**src/rtl/u109_pci_cycle_ctrl.sv**
```systemverilog
// U109 PCI cycle sequencer: maps 68040 transfers onto PCI address/data phases.
// Optional build macro U109_PCI_TURNAROUND_EN adds a PCIDIR turnaround cycle in TERM.
module u109_pci_cycle_ctrl #(
    parameter int unsigned BURST_BEATS    = 4,
    parameter int unsigned ALATCH_CYCLES  = 1,
    parameter int unsigned DEVSEL_TIMEOUT = 6,
    parameter int unsigned MAX_RETRY      = 3
) (
    input  logic       CLK40,
    input  logic       RESETn,
    input  logic       TSn,
    input  logic       RnW,
    input  logic [1:0] SIZ,
    input  logic       PCISEL,
    input  logic       DEVSELn,
    input  logic       TRDYn,
    input  logic       STOPn,
    output logic       PCICYCLEn,
    output logic       PCIDIR,
    output logic       ALATCH,
    output logic       ADLATCH,
    output logic       TAn,
    output logic       TEAn
);

    typedef enum logic [2:0] {
        StIdle, StAddr, StClaim, StData, StAck, StRetry, StErr, StTerm
    } state_e;

    state_e     r_state, w_state_d;
    logic [3:0] r_beats, w_beats_d;
    logic [2:0] r_retry, w_retry_d;
    logic [3:0] r_tmo, w_tmo_d;
    logic [1:0] r_acnt, w_acnt_d;
    logic       r_dir, w_dir_d;
`ifdef U109_PCI_TURNAROUND_EN
    logic       r_term, w_term_d;
`endif

    logic r_pcicyclen, r_pcidir, r_alatch, r_adlatch, r_tan, r_tean;
    logic w_pcicyclen, w_pcidir, w_alatch, w_adlatch, w_tan, w_tean;

    always_comb begin
        w_state_d = r_state;
        w_beats_d = r_beats;
        w_retry_d = r_retry;
        w_tmo_d   = r_tmo;
        w_acnt_d  = r_acnt;
        w_dir_d   = r_dir;
`ifdef U109_PCI_TURNAROUND_EN
        w_term_d  = 1'b0;
`endif
        case (r_state)
            StIdle: begin
                if (!TSn && PCISEL) begin
                    w_state_d = StAddr;
                    w_dir_d   = ~RnW;
                    w_beats_d = (SIZ == 2'b11) ? 4'(BURST_BEATS) : 4'd1;
                    w_retry_d = 3'(MAX_RETRY);
                    w_acnt_d  = 2'(ALATCH_CYCLES);
                end
            end
            StAddr: begin
                if (r_acnt == 2'd1) begin
                    w_state_d = StClaim;
                    w_tmo_d   = 4'(DEVSEL_TIMEOUT);
                end else begin
                    w_acnt_d = r_acnt - 2'd1;
                end
            end
            StClaim: begin
                if (!DEVSELn && !TRDYn) begin
                    w_state_d = StAck;
                end else if (!STOPn) begin
                    w_state_d = StRetry;
                end else if (!DEVSELn) begin
                    w_state_d = StData;
                end else if (r_tmo == 4'd1) begin
                    w_state_d = StErr;
                end else begin
                    w_tmo_d = r_tmo - 4'd1;
                end
            end
            StData: begin
                if (!TRDYn) begin
                    w_state_d = StAck;
                end else if (!STOPn) begin
                    w_state_d = StRetry;
                end
            end
            StAck: begin
                w_beats_d = r_beats - 4'd1;
                w_state_d = (r_beats == 4'd1) ? StTerm : StData;
            end
            StRetry: begin
                // Remaining beats are kept, so acknowledged data is never repeated.
                if (r_retry != 3'd0) begin
                    w_retry_d = r_retry - 3'd1;
                    w_acnt_d  = 2'(ALATCH_CYCLES);
                    w_state_d = StAddr;
                end else begin
                    w_state_d = StErr;
                end
            end
            StErr: w_state_d = StTerm;
            StTerm: begin
`ifdef U109_PCI_TURNAROUND_EN
                if (!r_term) begin
                    w_term_d = 1'b1;
                end else begin
                    w_state_d = StIdle;
                end
`else
                w_state_d = StIdle;
`endif
            end
            default: w_state_d = StIdle;
        endcase
    end

    // Outputs are decoded from the next state and registered, so they track the state register.
    always_comb begin
        w_pcicyclen = 1'b1;
        w_pcidir    = 1'b0;
        w_alatch    = 1'b0;
        w_adlatch   = 1'b0;
        w_tan       = 1'b1;
        w_tean      = 1'b1;
        case (w_state_d)
            StAddr: begin
                w_pcicyclen = 1'b0;
                w_alatch    = 1'b1;
                w_pcidir    = w_dir_d;
            end
            StClaim, StData: begin
                w_pcicyclen = 1'b0;
                w_pcidir    = w_dir_d;
            end
            StAck: begin
                w_pcicyclen = 1'b0;
                w_pcidir    = w_dir_d;
                w_adlatch   = 1'b1;
                w_tan       = 1'b0;
            end
            StRetry: w_pcidir = w_dir_d;
            StErr: begin
                w_tean = 1'b0;
`ifdef U109_PCI_TURNAROUND_EN
                w_pcidir = w_dir_d;
`endif
            end
            StTerm: begin
`ifdef U109_PCI_TURNAROUND_EN
                w_pcidir = w_term_d ? 1'b0 : w_dir_d;
`endif
            end
            default: ;
        endcase
    end

    always_ff @(posedge CLK40 or negedge RESETn) begin
        if (!RESETn) begin
            r_state     <= StIdle;
            r_beats     <= 4'd0;
            r_retry     <= 3'd0;
            r_tmo       <= 4'd0;
            r_acnt      <= 2'd0;
            r_dir       <= 1'b0;
`ifdef U109_PCI_TURNAROUND_EN
            r_term      <= 1'b0;
`endif
            r_pcicyclen <= 1'b1;
            r_pcidir    <= 1'b0;
            r_alatch    <= 1'b0;
            r_adlatch   <= 1'b0;
            r_tan       <= 1'b1;
            r_tean      <= 1'b1;
        end else begin
            r_state     <= w_state_d;
            r_beats     <= w_beats_d;
            r_retry     <= w_retry_d;
            r_tmo       <= w_tmo_d;
            r_acnt      <= w_acnt_d;
            r_dir       <= w_dir_d;
`ifdef U109_PCI_TURNAROUND_EN
            r_term      <= w_term_d;
`endif
            r_pcicyclen <= w_pcicyclen;
            r_pcidir    <= w_pcidir;
            r_alatch    <= w_alatch;
            r_adlatch   <= w_adlatch;
            r_tan       <= w_tan;
            r_tean      <= w_tean;
        end
    end

    assign PCICYCLEn = r_pcicyclen;
    assign PCIDIR    = r_pcidir;
    assign ALATCH    = r_alatch;
    assign ADLATCH   = r_adlatch;
    assign TAn       = r_tan;
    assign TEAn      = r_tean;

endmodule

```
**config.mk**
```make
export PLATFORM = sky130hd
export DESIGN_NAME = u109_pci_cycle_ctrl
export DESIGN_NICKNAME = d
export VERILOG_FILES = /design/src/rtl/u109_pci_cycle_ctrl.sv
export SDC_FILE = /design/constraint.sdc
export NUM_CORES = 1
export LEC_CHECK = 0
export CORE_ASPECT_RATIO = 1.4
export CORE_MARGIN = 10
export CORE_UTILIZATION = 58
export CTS_BUF_LIST = sky130_fd_sc_hd__clkbuf_2
export DETAILED_ROUTE_END_ITERATION = 8
export PLACE_DENSITY = 0.82
export SYNTH_ARGS = -nofsm -noshare
export SYNTH_HDL_FRONTEND = slang
export SYNTH_SLANG_ARGS = --single-unit
```
**constraint.sdc**
```tcl
create_clock -name CLK40 -period 4.7 [get_ports CLK40]
set_input_delay 0.705 -clock CLK40 [delete_from_list [all_inputs] [get_ports CLK40]]
set_output_delay 0.705 -clock CLK40 [all_outputs]
set_load 0.005 [all_outputs]
```
==> flow_summary.ini <==
[outcome]
status = complete, no violations

[sta]
final.min_clock_period_ns = 2.19
drv_slew = 0
final-hold-violation-count = 0
setup_violations = 0
tightest_slew_ns = 1.01
rsz0062_at_grt = no
fin_hold_ws_ns = 0.504
fin_skew_ns = 0.0125
fmax_mhz = 456
slew_headroom = 0.322
post-route-period-util = 0.467
setup_tns_ns = 0

[global_routing]
grt_pass1_wl_mm = 4.57
grt_overflow = 0
track_usage = 0.121
antenna_found_initial = 0
grt_max_degree = 24
grt_pass1_vias = 1074

[power]
clkPwrFrac = 0.092
seqPwrFrac = 0.426
power.ir.vdd_worst_mv = 0.378
p_sw_frac = 0.413
internal_power_mw = 0.494
comb_power_share = 0.481
p_leak_nw = 0.689
pwr_density_cell_nw_per_um2 = 554
p_switching_mw = 0.348

[hold_path]
min_path_type = flip-flop to flip-flop

[clocking]
cts-root-buf = clkbuf_2
htreeDepth = 1
clock_sink_count = 23
cts_buffer_depth = 2
cts_hold_buf = 0
cts_tree = yes
postCtsSetupBuffers = 0
cts_resized = 0
path_clk_slew_ns = 0.21
cts_buffers = 3
insertion_delay_ns = 0.34

[critical_path]
critPathSlowestCell = clkdlybuf4s50_1
critical_path_required_ns = 4.96
cp_top_family = compound AO/OA/AOI/OAI gates
cp.arrival_ns = 2.46
slowest_delay_ns = 0.57
cp_max_fo = 6
crit_chain = clkdlybuf4s50_1, nand2b_1, o311a_1, a211oi_4, o211ai_1, a32o_1
critPathLaunchType = input port
crit_buf_inv = 1
crit_type = input port to flip-flop
endpoint_kind = flip-flop

[placed_design]
gp_congestion = 0.885
post-dp-hpwl_mm = 2.09
dpl_cell_area_um2 = 1500
dpl.cell_count = 176
port_buffers = 15

[final_layout]
stdcell_count = 180
drive_gt1_frac = 0.114
finalNetCount = 176
final_cell_mix = dfrtp_1, nor2_1, clkdlybuf4s50_1
syn2layout_area_growth_pct = 12.1
fin_util = 0.690
final_common_cell = dfrtp_1
diodes = 0
final_area_um2 = 1520

[drt]
wl_per_cell_um = 14.8
routed_via_density = 5.80
drc_errors = 0
drtIter0Drc = 28
drt_first_pass_iters = 4
routed_wl_mm = 2.66
vias = 1044
ant_nets = 0

[yosys]
synthArstFlopShare = 1.00
avgSynthCellArea_um2 = 9.35
synth_edf_count = 0
synth_area_um2 = 1360
synthesis.nets = 162
synthCells = 145
ys_warn_count = 0
synth_ff_type = dfrtp_1
yosys_register_bits = 23
synth.distinct_cells = 42
seq_area_frac_synth = 0.427

[job]
drv_cap = 0

[die]
num_rows = 20
fp.dieW_um = 60.9
core-area_um2 = 2200
dieHeight_um = 77.2
start_util = 0.616
io_pins = 16
die_area_um2 = 4700
final timing paths:
check                                start         end  slack, ns  cells past startpoint
worst max-delay path                 STOPn   r_acnt[1]       2.51                      6
worst min-delay path             r_acnt[0]   r_acnt[0]       0.50                      1
worst max register to register  r_state[2]   r_acnt[1]       2.61                      5
worst min register to register   r_acnt[0]   r_acnt[0]       0.50                      1
max in group asynchronous           RESETn  r_beats[2]       3.20                      1
min in group asynchronous           RESETn    r_tmo[3]       0.88                      1
through the flow:
step	setup WS, ns	total power, mW
2_1_floorplan	2.69	0.653
3_3_place_gp	2.19	0.745
3_5_place_dp	2.12	0.768
4_1_cts	2.52	0.847
5_1_grt	2.45	0.917
6_report	2.51	0.842
power groups by stage:
stage / Combinational, mW / Clock [mW] / Sequential, mW
6_report: 0.405 / 0.0779 / 0.359
5_1_grt: 0.454 / 0.0896 / 0.374
4_1_cts: 0.407 / 0.0815 / 0.359
3_5_place_dp: 0.405 / 0 / 0.363
3_3_place_gp: 0.385 / 0 / 0.360
2_1_floorplan: 0.332 / 0 / 0.322
cell usage after synthesis, drive strengths merged, types with 2 or more instances:
cell type / n / share of area
xnor2: 5 / 0.032
or3b: 4 / 0.028
o21ai: 6 / 0.022
dfstp: 3 / 0.058
o22ai: 4 / 0.023
nor2b: 3 / 0.014
o311a: 2 / 0.015
nand3: 3 / 0.011
nand2: 11 / 0.030
o211ai: 2 / 0.011
inv: 12 / 0.033
nor3: 6 / 0.022
nor2: 16 / 0.044
or3: 2 / 0.013
buf: 4 / 0.019
nand2b: 7 / 0.032
dfrtp: 20 / 0.37
clkbuf: 2 / 0.0055
ha: 7 / 0.065
a21oi: 6 / 0.022
nand3b: 2 / 0.011
nor3b: 5 / 0.028
flip-flops by register name, indices dropped and copies added (netlist names):
| register | cells |
|---|---|
| TAn | 1 |
| r_tmo | 4 |
| r_acnt | 2 |
| PCIDIR | 1 |
| r_beats | 4 |
| ADLATCH | 1 |
| TEAn | 1 |
| r_dir | 1 |
| ALATCH | 1 |
| r_retry | 3 |
| PCICYCLEn | 1 |
| r_state | 3 |
worst register-to-register path: cells and delay by family, from the launching register on:
family,cells,cell delay (ns)
AO/OA/AOI/OAI,4,0.96
flip-flops,1,0.61
AND/OR/NAND/NOR,1,0.43
cell families after synthesis:
| kind of cell | after synthesis | synth area share |
|---|---|---|
| xor+xnor | 6 | 0.0387 |
| flops | 23 | 0.427 |
| buf+inv | 18 | 0.0581 |
| simple gates | 65 | 0.273 |
| fa+ha+maj | 7 | 0.0646 |
| compound gates | 26 | 0.138 |
metal layers:
layer,vias up,track usage,share of wire
met5,-,0,0
met3,4,0.0280,0.050
li1,523,-,-
met4,0,0.0419,0.012
met1,497,0.142,0.43
met2,20,0.204,0.51
cell type report:
class | instances | area, um^2
Inverter | 12 | 45.0
Timing Repair Buffer | 15 | 150
Multi-Input combinational cell | 104 | 698
Tap cell | 22 | 27.5
Sequential cell | 23 | 579
Fill cell | 170 | 682
Clock inverter | 1 | 5.00
Clock buffer | 3 | 15.0
Note: power is estimated with default switching activity, not from simulation.
